### src/rtl/base_count_tracker_if.sv
// Event/status bundle between the pitch/play event source and base_count_tracker.
// master drives the one-cycle event pulses; slave returns the registered game state.
interface base_count_tracker_if #(
  parameter int INN_W = 4
);
  logic             ball;
  logic             strike;
  logic             foul;
  logic             out;
  logic             single;
  logic             double;
  logic             triple;
  logic             homerun;
  logic             runner_1st;
  logic             runner_2nd;
  logic             runner_3rd;
  logic [1:0]       ball_count;
  logic             ball_count_3;
  logic [1:0]       strike_count;
  logic [1:0]       out_count;
  logic [2:0]       runs;
  logic             run_valid;
  logic             side_change;
  logic [INN_W-1:0] inning;
  logic             bottom;
  logic             game_over;

  modport master (
    output ball, strike, foul, out, single, double, triple, homerun,
    input  runner_1st, runner_2nd, runner_3rd, ball_count, ball_count_3,
           strike_count, out_count, runs, run_valid, side_change,
           inning, bottom, game_over
  );

  modport slave (
    input  ball, strike, foul, out, single, double, triple, homerun,
    output runner_1st, runner_2nd, runner_3rd, ball_count, ball_count_3,
           strike_count, out_count, runs, run_valid, side_change,
           inning, bottom, game_over
  );
endinterface

### src/rtl/base_count_tracker.sv
// Ball/strike/out count, base occupancy and inning tracker. All outputs come from
// registers, so during an event cycle the scoreboard still sees the pre-event state.
module base_count_tracker #(
  parameter int MAX_INNINGS = 9,
  parameter int INN_W       = 4
) (
  input logic                 clk,
  input logic                 rst_n,
  base_count_tracker_if.slave bus
);

  typedef enum logic [3:0] {
    EV_NONE, EV_BALL, EV_SINGLE, EV_DOUBLE, EV_TRIPLE,
    EV_HOMERUN, EV_STRIKE, EV_FOUL, EV_OUT
  } event_e;

  typedef struct packed {
    logic             r1;
    logic             r2;
    logic             r3;
    logic [1:0]       balls;
    logic [1:0]       strikes;
    logic [1:0]       outs;
    logic [2:0]       runs;
    logic             run_valid;
    logic             side_change;
    logic [INN_W-1:0] inning;
    logic             bottom;
    logic             game_over;
  } state_t;

  state_t cur;
  state_t nxt;
  event_e ev;
  logic   record_out;

  // Only the highest-priority pulse of a cycle is acted on.
  always_comb begin
    if      (bus.ball)    ev = EV_BALL;
    else if (bus.single)  ev = EV_SINGLE;
    else if (bus.double)  ev = EV_DOUBLE;
    else if (bus.triple)  ev = EV_TRIPLE;
    else if (bus.homerun) ev = EV_HOMERUN;
    else if (bus.strike)  ev = EV_STRIKE;
    else if (bus.foul)    ev = EV_FOUL;
    else if (bus.out)     ev = EV_OUT;
    else                  ev = EV_NONE;
  end

  always_comb begin
    // NOTE: every variable gets a default before any branch, so no path can leave it unassigned and infer a latch.
    nxt             = cur;
    nxt.runs        = '0;
    nxt.run_valid   = 1'b0;
    nxt.side_change = 1'b0;
    record_out      = 1'b0;

    if (!cur.game_over) begin
      case (ev)
        EV_BALL: begin
          if (cur.balls != 2'd3) begin
            nxt.balls = cur.balls + 2'd1;
          end else begin
            // Walk: runners advance only when forced from behind.
            nxt.r1      = 1'b1;
            nxt.r2      = cur.r2 | cur.r1;
            nxt.r3      = cur.r3 | (cur.r1 & cur.r2);
            nxt.runs    = {2'b00, cur.r1 & cur.r2 & cur.r3};
            nxt.balls   = 2'd0;
            nxt.strikes = 2'd0;
          end
        end
        EV_SINGLE: begin
          nxt.r3      = cur.r2;
          nxt.r2      = cur.r1;
          nxt.r1      = 1'b1;
          nxt.runs    = {2'b00, cur.r3};
          nxt.balls   = 2'd0;
          nxt.strikes = 2'd0;
        end
        EV_DOUBLE: begin
          nxt.r3      = cur.r1;
          nxt.r2      = 1'b1;
          nxt.r1      = 1'b0;
          nxt.runs    = 3'(cur.r2) + 3'(cur.r3);
          nxt.balls   = 2'd0;
          nxt.strikes = 2'd0;
        end
        EV_TRIPLE: begin
          nxt.r3      = 1'b1;
          nxt.r2      = 1'b0;
          nxt.r1      = 1'b0;
          nxt.runs    = 3'(cur.r1) + 3'(cur.r2) + 3'(cur.r3);
          nxt.balls   = 2'd0;
          nxt.strikes = 2'd0;
        end
        EV_HOMERUN: begin
          nxt.r3      = 1'b0;
          nxt.r2      = 1'b0;
          nxt.r1      = 1'b0;
          nxt.runs    = 3'd1 + 3'(cur.r1) + 3'(cur.r2) + 3'(cur.r3);
          nxt.balls   = 2'd0;
          nxt.strikes = 2'd0;
        end
        EV_STRIKE: begin
          if (cur.strikes != 2'd2) nxt.strikes = cur.strikes + 2'd1;
          else                     record_out  = 1'b1;
        end
        EV_FOUL: begin
          if (cur.strikes != 2'd2) nxt.strikes = cur.strikes + 2'd1;
        end
        EV_OUT:  record_out = 1'b1;
        default: ;
      endcase

      if (record_out) begin
        nxt.balls   = 2'd0;
        nxt.strikes = 2'd0;
        if (cur.outs != 2'd2) begin
          nxt.outs = cur.outs + 2'd1;
        end else begin
          nxt.outs        = 2'd0;
          nxt.r1          = 1'b0;
          nxt.r2          = 1'b0;
          nxt.r3          = 1'b0;
          nxt.side_change = 1'b1;
          if (!cur.bottom) begin
            nxt.bottom = 1'b1;
          end else if (cur.inning < INN_W'(MAX_INNINGS)) begin
            nxt.bottom = 1'b0;
            nxt.inning = cur.inning + INN_W'(1);
          end else begin
            nxt.game_over = 1'b1;
          end
        end
      end

      nxt.run_valid = (nxt.runs != 3'd0);
    end
  end

  always_ff @(posedge clk or negedge rst_n) begin
    if (!rst_n) begin
      cur        <= '0;
      cur.inning <= INN_W'(1);
    end else begin
      // NOTE: sequential state uses non-blocking assignment so every register samples pre-edge values.
      cur <= nxt;
    end
  end

  assign bus.runner_1st   = cur.r1;
  assign bus.runner_2nd   = cur.r2;
  assign bus.runner_3rd   = cur.r3;
  assign bus.ball_count   = cur.balls;
  assign bus.ball_count_3 = (cur.balls == 2'd3);
  assign bus.strike_count = cur.strikes;
  assign bus.out_count    = cur.outs;
  assign bus.runs         = cur.runs;
  assign bus.run_valid    = cur.run_valid;
  assign bus.side_change  = cur.side_change;
  assign bus.inning       = cur.inning;
  assign bus.bottom       = cur.bottom;
  assign bus.game_over    = cur.game_over;

endmodule
### src/flat_wrapper.sv
// flat-port wrapper written by rule: the top's interface ports become plain ports
module base_count_tracker_flat 
#(
  parameter int MAX_INNINGS = 9,
  parameter int INN_W       = 4
)
  (clk, rst_n, bus_ball, bus_strike, bus_foul, bus_out, bus_single, bus_double, bus_triple, bus_homerun, bus_runner_1st, bus_runner_2nd, bus_runner_3rd, bus_ball_count, bus_ball_count_3, bus_strike_count, bus_out_count, bus_runs, bus_run_valid, bus_side_change, bus_inning, bus_bottom, bus_game_over);
  base_count_tracker_if #(.INN_W(INN_W)) bus_i ();
  input logic clk;
  input logic rst_n;
  input wire logic [$bits(bus_i.ball)-1:0] bus_ball;
  input wire logic [$bits(bus_i.strike)-1:0] bus_strike;
  input wire logic [$bits(bus_i.foul)-1:0] bus_foul;
  input wire logic [$bits(bus_i.out)-1:0] bus_out;
  input wire logic [$bits(bus_i.single)-1:0] bus_single;
  input wire logic [$bits(bus_i.double)-1:0] bus_double;
  input wire logic [$bits(bus_i.triple)-1:0] bus_triple;
  input wire logic [$bits(bus_i.homerun)-1:0] bus_homerun;
  output wire logic [$bits(bus_i.runner_1st)-1:0] bus_runner_1st;
  output wire logic [$bits(bus_i.runner_2nd)-1:0] bus_runner_2nd;
  output wire logic [$bits(bus_i.runner_3rd)-1:0] bus_runner_3rd;
  output wire logic [$bits(bus_i.ball_count)-1:0] bus_ball_count;
  output wire logic [$bits(bus_i.ball_count_3)-1:0] bus_ball_count_3;
  output wire logic [$bits(bus_i.strike_count)-1:0] bus_strike_count;
  output wire logic [$bits(bus_i.out_count)-1:0] bus_out_count;
  output wire logic [$bits(bus_i.runs)-1:0] bus_runs;
  output wire logic [$bits(bus_i.run_valid)-1:0] bus_run_valid;
  output wire logic [$bits(bus_i.side_change)-1:0] bus_side_change;
  output wire logic [$bits(bus_i.inning)-1:0] bus_inning;
  output wire logic [$bits(bus_i.bottom)-1:0] bus_bottom;
  output wire logic [$bits(bus_i.game_over)-1:0] bus_game_over;
  assign bus_i.ball = bus_ball;
  assign bus_i.strike = bus_strike;
  assign bus_i.foul = bus_foul;
  assign bus_i.out = bus_out;
  assign bus_i.single = bus_single;
  assign bus_i.double = bus_double;
  assign bus_i.triple = bus_triple;
  assign bus_i.homerun = bus_homerun;
  assign bus_runner_1st = bus_i.runner_1st;
  assign bus_runner_2nd = bus_i.runner_2nd;
  assign bus_runner_3rd = bus_i.runner_3rd;
  assign bus_ball_count = bus_i.ball_count;
  assign bus_ball_count_3 = bus_i.ball_count_3;
  assign bus_strike_count = bus_i.strike_count;
  assign bus_out_count = bus_i.out_count;
  assign bus_runs = bus_i.runs;
  assign bus_run_valid = bus_i.run_valid;
  assign bus_side_change = bus_i.side_change;
  assign bus_inning = bus_i.inning;
  assign bus_bottom = bus_i.bottom;
  assign bus_game_over = bus_i.game_over;
  base_count_tracker #(.MAX_INNINGS(MAX_INNINGS), .INN_W(INN_W)) u_core (.clk(clk), .rst_n(rst_n), .bus(bus_i));
endmodule
### config.mk
export PLATFORM = sky130hd
export DESIGN_NAME = base_count_tracker_flat
export DESIGN_NICKNAME = d
export VERILOG_FILES = /design/src/rtl/base_count_tracker_if.sv /design/src/rtl/base_count_tracker.sv /design/src/flat_wrapper.sv
export SDC_FILE = /design/constraint.sdc
export NUM_CORES = 1
export LEC_CHECK = 0
export ABC_CLOCK_PERIOD_IN_PS = 4530
export CAP_MARGIN = 20
export CORE_ASPECT_RATIO = 1.5
export CORE_MARGIN = 4
export CORE_UTILIZATION = 30
export CTS_CLUSTER_SIZE = 14
export DETAILED_ROUTE_END_ITERATION = 7
export DONT_BUFFER_PORTS = 1
export GPL_TIMING_DRIVEN = 0
export PLACE_DENSITY_LB_ADDON = 0.25
export SLEW_MARGIN = 20
export SYNTH_ARGS = -nofsm -noshare
export SYNTH_HDL_FRONTEND = slang
export SYNTH_SLANG_ARGS = --single-unit
### constraint.sdc
create_clock -name clk -period 4.53 [get_ports clk]
set_input_delay 0.906 -clock clk [delete_from_list [all_inputs] [get_ports clk]]
set_output_delay 0.906 -clock clk [all_outputs]
set_load 0.01 [all_outputs]
After elaboration in Yosys (flattened, before gate mapping)
Cells that the tools add are included.
{ "word_totals": {"latchBits": 0, "wordCells": 84, "output_inout_bits": 21, "in_bits": 10, "n_memories": 0, "ram_bits": 0, "romBits": 0, "ff_bits": 20} }
{ "op_classes": {"n_div": 0, "muxes": 31, "eq_ne": 14, "n_reduce_logical": 10, "shifts": 0, "add_sub_neg": 10, "multipliers": 0, "magnitude_cmp": 1, "bitwise_logic": 6} }
{ "op_table": {"columns": ["operator", "n"], "rows": [
  ["4-bit 2-to-1 mux", 9],
  ["5-bit one-hot mux with 5 select lines", 1],
  ["4-bit by 3-bit == test with 1-bit output (second input constant)", 4],
  ["3-bit one-hot mux with 5 select lines", 1],
  ["7-bit 2-to-1 mux", 2],
  ["11-bit 2-to-1 mux", 1],
  ["3-bit 2-to-1 mux", 3],
  ["9-bit 2-to-1 mux", 1],
  ["4-bit by 2-bit == test with 1-bit output (second input constant)", 2],
  ["2-bit 2-to-1 mux", 4],
  ["2-bit by 1-bit adder with 2-bit output (second input constant)", 3],
  ["2-bit by 1-bit adder with 3-bit output", 2],
  ["1-bit 2-to-1 mux", 6],
  ["2-bit inequality test (second input constant)", 3],
  ["2-bit one-hot mux with 3 select lines", 1],
  ["6-bit nonzero test", 1],
  ["5-bit 2-to-1 mux", 1],
  ["5-bit AND reduction", 1],
  ["1-bit by 1-bit adder with 2-bit output", 2],
  ["4-bit by 1-bit adder with 4-bit output (second input constant)", 1],
  ["4-bit by 1-bit == test with 1-bit output (second input constant)", 1],
  ["4-bit == test (second input constant)", 1],
  ["4-bit < comparator (second input constant)", 1],
  ["2-bit AND reduction", 2],
  ["other kinds (15)", 18]
]} }

Longest topological paths before layout
{ "logic_depth": {"depth_word": 13, "ltp_mapped": 10} }

Worst setup path before layout
No wires, ideal clock.
{ "synth_path": {"path_type": "input-to-reg", "startpoint": "input port bus_homerun", "endpoint": "register u_core.bus.inning[1] (netlist name)", "path_buffers": 1, "stages": 6, "arrival_time_ns": 2.199, "slack_ns": 2.206, "cell_sequence": "buf_6 nor4_2 a32oi_2 nor4_4 nand3b_4 mux2_4"} }
{ "synth_between": {"elab_chain_len": 9, "elab_cells_between_ends": 10, "cone_classes": "eq/ne (2); mux (7); reduce/logical (1)"} }
{ "synth_rtl": {"columns": ["element", "line_no", "source"], "rows": [
  ["start, declared", "flat_wrapper.sv:18", "input wire logic [$bits(bus_i.homerun)-1:0] bus_homerun;"],
  ["4-bit 2-to-1 mux (*)", "base_count_tracker.sv:43", "else if (bus.homerun) ev = EV_HOMERUN;"],
  ["4-bit 2-to-1 mux (*)", "base_count_tracker.sv:42", "else if (bus.triple) ev = EV_TRIPLE;"],
  ["4-bit 2-to-1 mux (*)", "base_count_tracker.sv:41", "else if (bus.double) ev = EV_DOUBLE;"],
  ["4-bit 2-to-1 mux (*)", "base_count_tracker.sv:40", "else if (bus.single) ev = EV_SINGLE;"],
  ["4-bit 2-to-1 mux (*)", "base_count_tracker.sv:39", "if (bus.ball) ev = EV_BALL;"],
  ["4-bit == test or 4-bit by 3-bit == test with 1-bit output (tied branches)", "base_count_tracker.sv:59", "case (ev)"],
  ["1-bit one-hot mux with 2 select lines (*)", "base_count_tracker.sv:59", null],
  ["1-bit 2-to-1 mux (*)", "base_count_tracker.sv:58", "if (!cur.game_over) begin"],
  ["5-bit AND reduction (no source line) (*)", null, null]
]} }
Mark *: on every way between the ends. The rest lies on a longest branch, timed or not. The select of a mux whose other input is x is not followed.
A chain may end at the register's enable or synchronous reset.

Worst setup path in the final report
{ "layout_path": {"startpoint": "input port bus_homerun", "endpoint": "register u_core.bus.inning[1] (netlist name)"} }
{ "layout_between": {"elab_chain_len": 9, "elab_cells_between_ends": 10, "cone_classes": "eq/ne (2); mux (7); reduce/logical (1)"} }
{ "layout_rtl": {"columns": ["element", "line_no"], "rows": [
  ["4-bit 2-to-1 mux (*)", "base_count_tracker.sv:43"],
  ["4-bit 2-to-1 mux (*)", "base_count_tracker.sv:42"],
  ["4-bit 2-to-1 mux (*)", "base_count_tracker.sv:41"],
  ["4-bit 2-to-1 mux (*)", "base_count_tracker.sv:40"],
  ["4-bit 2-to-1 mux (*)", "base_count_tracker.sv:39"],
  ["4-bit == test or 4-bit by 3-bit == test with 1-bit output (tied branches)", "base_count_tracker.sv:59"],
  ["1-bit one-hot mux with 2 select lines (*)", "base_count_tracker.sv:59"],
  ["1-bit 2-to-1 mux (*)", "base_count_tracker.sv:58"],
  ["5-bit AND reduction (no source line) (*)", null]
]} }
Marks and branches as above.

==> results.txt <==
----------------------------------------------------
[Worst hold path]
  Class of the worst hold path ... input pin to async pin

[Yosys]
  Cell taking the most area after synthesis ... dfrtp_1
  Synth Flop Type ... dfrtp_1
  Synthesized area ... around 1300 um2
  Number of flops mapped to enable cells by yosys ... 0
  Distinct cell type count after synthesis ... 44
  Post-synthesis async set-or-reset flop share ... 100%
  Top cells by count, synth ... 19 x dfrtp_1, 14 x inv_1, 10 x nand2_1, 10 x nor2_1, 9 x a21oi_1
  Fraction of synthesized cell area taken by the top area cell type ... 37.1%
  Mapped Avg Cell Area ... just under 10 um2
  Top-count cell post-synth ... dfrtp_1
  Share of synthesized area occupied by flip-flops and latches ... between 30% and 40%
  Yosys warning total ... 0
  FF+latch count, synth ... 20
  Net count of the mapped netlist ... roughly 150
  Top cells by area, synth ... dfrtp_1 37%, ha_1 7.8%, inv_1 4.1%, a21oi_1 3.5%, mux2_2 3.5%
  Synthesized netlist cell count ... 130

[Detailed routing]
  Via count ... 962
  DRC viols ... 0
  Total detailed-routing wirelength ... ~2800 um
  Post-route antenna net violation count ... 0
  Drt pass-1 iters ... 4
  Vias/cell ... 5.37
  WL/cell ... about 16 um
  First-iteration detailed-routing DRC count ... 16

[Final layout]
  Area growth from synthesis to final layout ... 7.92%
  Post-route insts no fill ... around 180
  Number of nets in the layout ... between 150 and 200
  Share of layout cells above drive strength 1 ... between 10% and 20%
  Antenna Diode Count ... 0

[Critical path]
  Reg-to-reg critical path startpoint ... u_core.bus.runner_1st
  Slowest stage cell on the critical path ... nor4_4
  Worst setup endpoint ... u_core.bus.inning[1]
  Maximum net fanout on the critical path ... 8
  Critical path start-end classification ... input pin to flop
  Data required time at the worst endpoint ... 4.67 ns
  Setup slack on the worst flop-to-flop path ... roughly 2.4 ns
  Critical Path Source Type ... input pin
  Critical Path Start ... bus_homerun
  Arrival time of the worst setup path ... 2.35 ns
  Critical Path Max Stage Delay ... ~0.42 ns
  Cell breakdown of the critical path ... buf_6, nor4_2, a32oi_2, nor4_4, nand3b_4, mux2_4
  R2r worst-path depth ... 10
  Endpoint type of the worst setup path ... flop
  Worst R2R End ... u_core.bus.run_valid

[Global route]
  Vias in the first global route ... between 1k and 1.5k
  Number of antenna violations at the first check in global routing ... 0
  Grt total ovfl ... 0
  Global router's overall resource usage ... 11.7%
  Pin count of the biggest net entering global routing ... 21
  First-pass GRT wire length ... between 4000 and 5000 um

[Clocking]
  Worst skew pair latency ... between 0.2 and 0.3 ns
  H-tree Lvls ... 1
  TritonCTS clock tree ... built
  Cell at the root of the clock tree ... clkbuf_8
  TritonCTS Buffers ... 3
  Buffers from clock root to sink, at most ... 2
  Post-CTS Resized ... 0
  Hold-fix buffer count after cts ... 0
  Total number of clock tree sinks ... 20
  Number of setup buffers added after CTS ... 0
  Clock-pin slew on the worst setup and hold paths ... 0.07 ns

[Place]
  Count of placed standard cells including taps ... between 150 and 200
  GPL Wtd Cong ... roughly 0.87
  DPL Wire Length ... 2260 um
  Count of input and output buffers ... 0

[Die]
  Core Footprint ... slightly above 4000 um2
  Die Wd ... 61.3 um
  Die outline area ... 5400 um2
  Die Y ... 88 um
  Number of placed I/O pins ... 31
  Standard-cell row count ... 28
  Starting Density ... 31.8%

[STA]
  Number of max-slew violations in the final report ... 0
  Hold Violations, Final ... 0
  Final setup vio count ... 0
  Setup Skew ... 0.00421 ns
  Final worst path period share ... between 40% and 50%
  Transition at the pin with the smallest max-transition slack ... 0.588 ns
  Setup repair after global routing missed its margin ... no
  Summed negative setup slack over all endpoints ... 0 ns
  Normalized max-slew margin ... 60.5%
  Minimum clock period after layout ... 2.21 ns
  Maximum clock rate ... approximately 0.45 GHz
  Fin Hold WS ... 0.339 ns

[Power]
  Leakage power of the design ... 0.000628 uW
  Worst vdd ir ... 0.163 mV
  Power density normalized to cell area ... 233 nW/um2

[Flow run]
  Max Cap Viol ... 0

[Run status]
  Run status ... finished, final reports clean

----------------------------------------------------
how the worst min path moves through the flow:
stage	from	end	slack (ns)	cells after the start
floorplan	u_core.bus.inning[0]	u_core.bus.inning[0]	0.51	1
global placement	u_core.bus.inning[0]	u_core.bus.inning[0]	0.54	1
detailed placement	u_core.bus.inning[0]	u_core.bus.inning[0]	0.54	1
CTS	rst_n	u_core.bus.runs[2]	0.33	0
global route	rst_n	u_core.bus.runs[2]	0.32	0
finish	rst_n	u_core.bus.runs[2]	0.34	0
area by class of cell:
class                   count  area, um2
fillers                   401       2650
flip-flops and latches     20        502
well taps                  45       56.3
inverters                  14       52.6
plain buffers               4       30.0
clock buffers               4       45.0
multi-input cells          92        696
power by group:
group,total (uW),leakage (uW),switching [uW],internal (uW)
Combinational,23.0,0.000347,13.2,9.80
Sequential,181,0.000258,1.59,180
Clock,117,0.0000228,54.8,62.4
metal layers:
metal / vias to the layer above / global-route usage (%) / wire length, um
met1: 452 / 13.9 / 1100
met5: - / 0 / 0
met3: 6 / 3.54 / 200
met2: 33 / 19.3 / 1460
li1: 471 / - / -
met4: 0 / 4.63 / 76
cells by family after synthesis:
logic type                 Yosys count  synth area share, %
xor gates and xnor gates             2                 1.37
adders and majority gates            9                 9.38
and+or+nand+nor                     42                 19.3
AOI/OAI and AO/OA                   31                 17.3
muxes                                8                 7.04
buffers and inverters               18                 6.45
DFF                                 20                 39.2
critical path: cells and delay by family:
family / cells / cell delay, ns
AND/OR/NAND/NOR: 3 / 0.86
buffers and inverters: 1 / 0.11
AO/OA/AOI/OAI: 1 / 0.16
multiplexers: 1 / 0.31
through the flow:
| step | power, uW | utilization [%] | setup slack [ns] | instance area [um2] |
|---|---|---|---|---|
| floorplan | 203 | - | 2.21 | 1280 |
| global placement | 207 | 33.2 | 2.04 | 1340 |
| detailed placement | 208 | 33.2 | 2.04 | 1340 |
| CTS | 328 | 34.3 | 2.30 | 1380 |
| global route | 341 | 34.3 | 2.18 | 1380 |
| finish | 321 | 34.3 | 2.32 | 1380 |
placed cells by master (no fill, tap or decap), drive strengths merged, types with 2 or more instances in the layout:
| cell | n |
|---|---|
| a211o | 2 |
| a21oi | 9 |
| a31oi | 2 |
| buf | 2 |
| clkbuf | 6 |
| dfrtp | 19 |
| ha | 8 |
| inv | 14 |
| mux2 | 5 |
| mux2i | 3 |
| nand2 | 10 |
| nand2b | 4 |
| nand3 | 3 |
| nand3b | 3 |
| nor2 | 10 |
| nor3 | 4 |
| nor4 | 3 |
| o21ai | 3 |
| o22ai | 2 |
| or3 | 3 |
| xnor2 | 2 |
sequential cells by signal, indices dropped and copies added, names as in the netlist:
register                 cells
u_core.bus.inning            4
u_core.bus.runs              3
u_core.bus.ball_count        2
u_core.bus.out_count         2
u_core.bus.strike_count      2
u_core.bus.bottom            1
u_core.bus.game_over         1
u_core.bus.run_valid         1
u_core.bus.runner_1st        1
u_core.bus.runner_2nd        1
u_core.bus.runner_3rd        1
u_core.bus.side_change       1
Note: power is estimated with default switching activity, not from simulation.
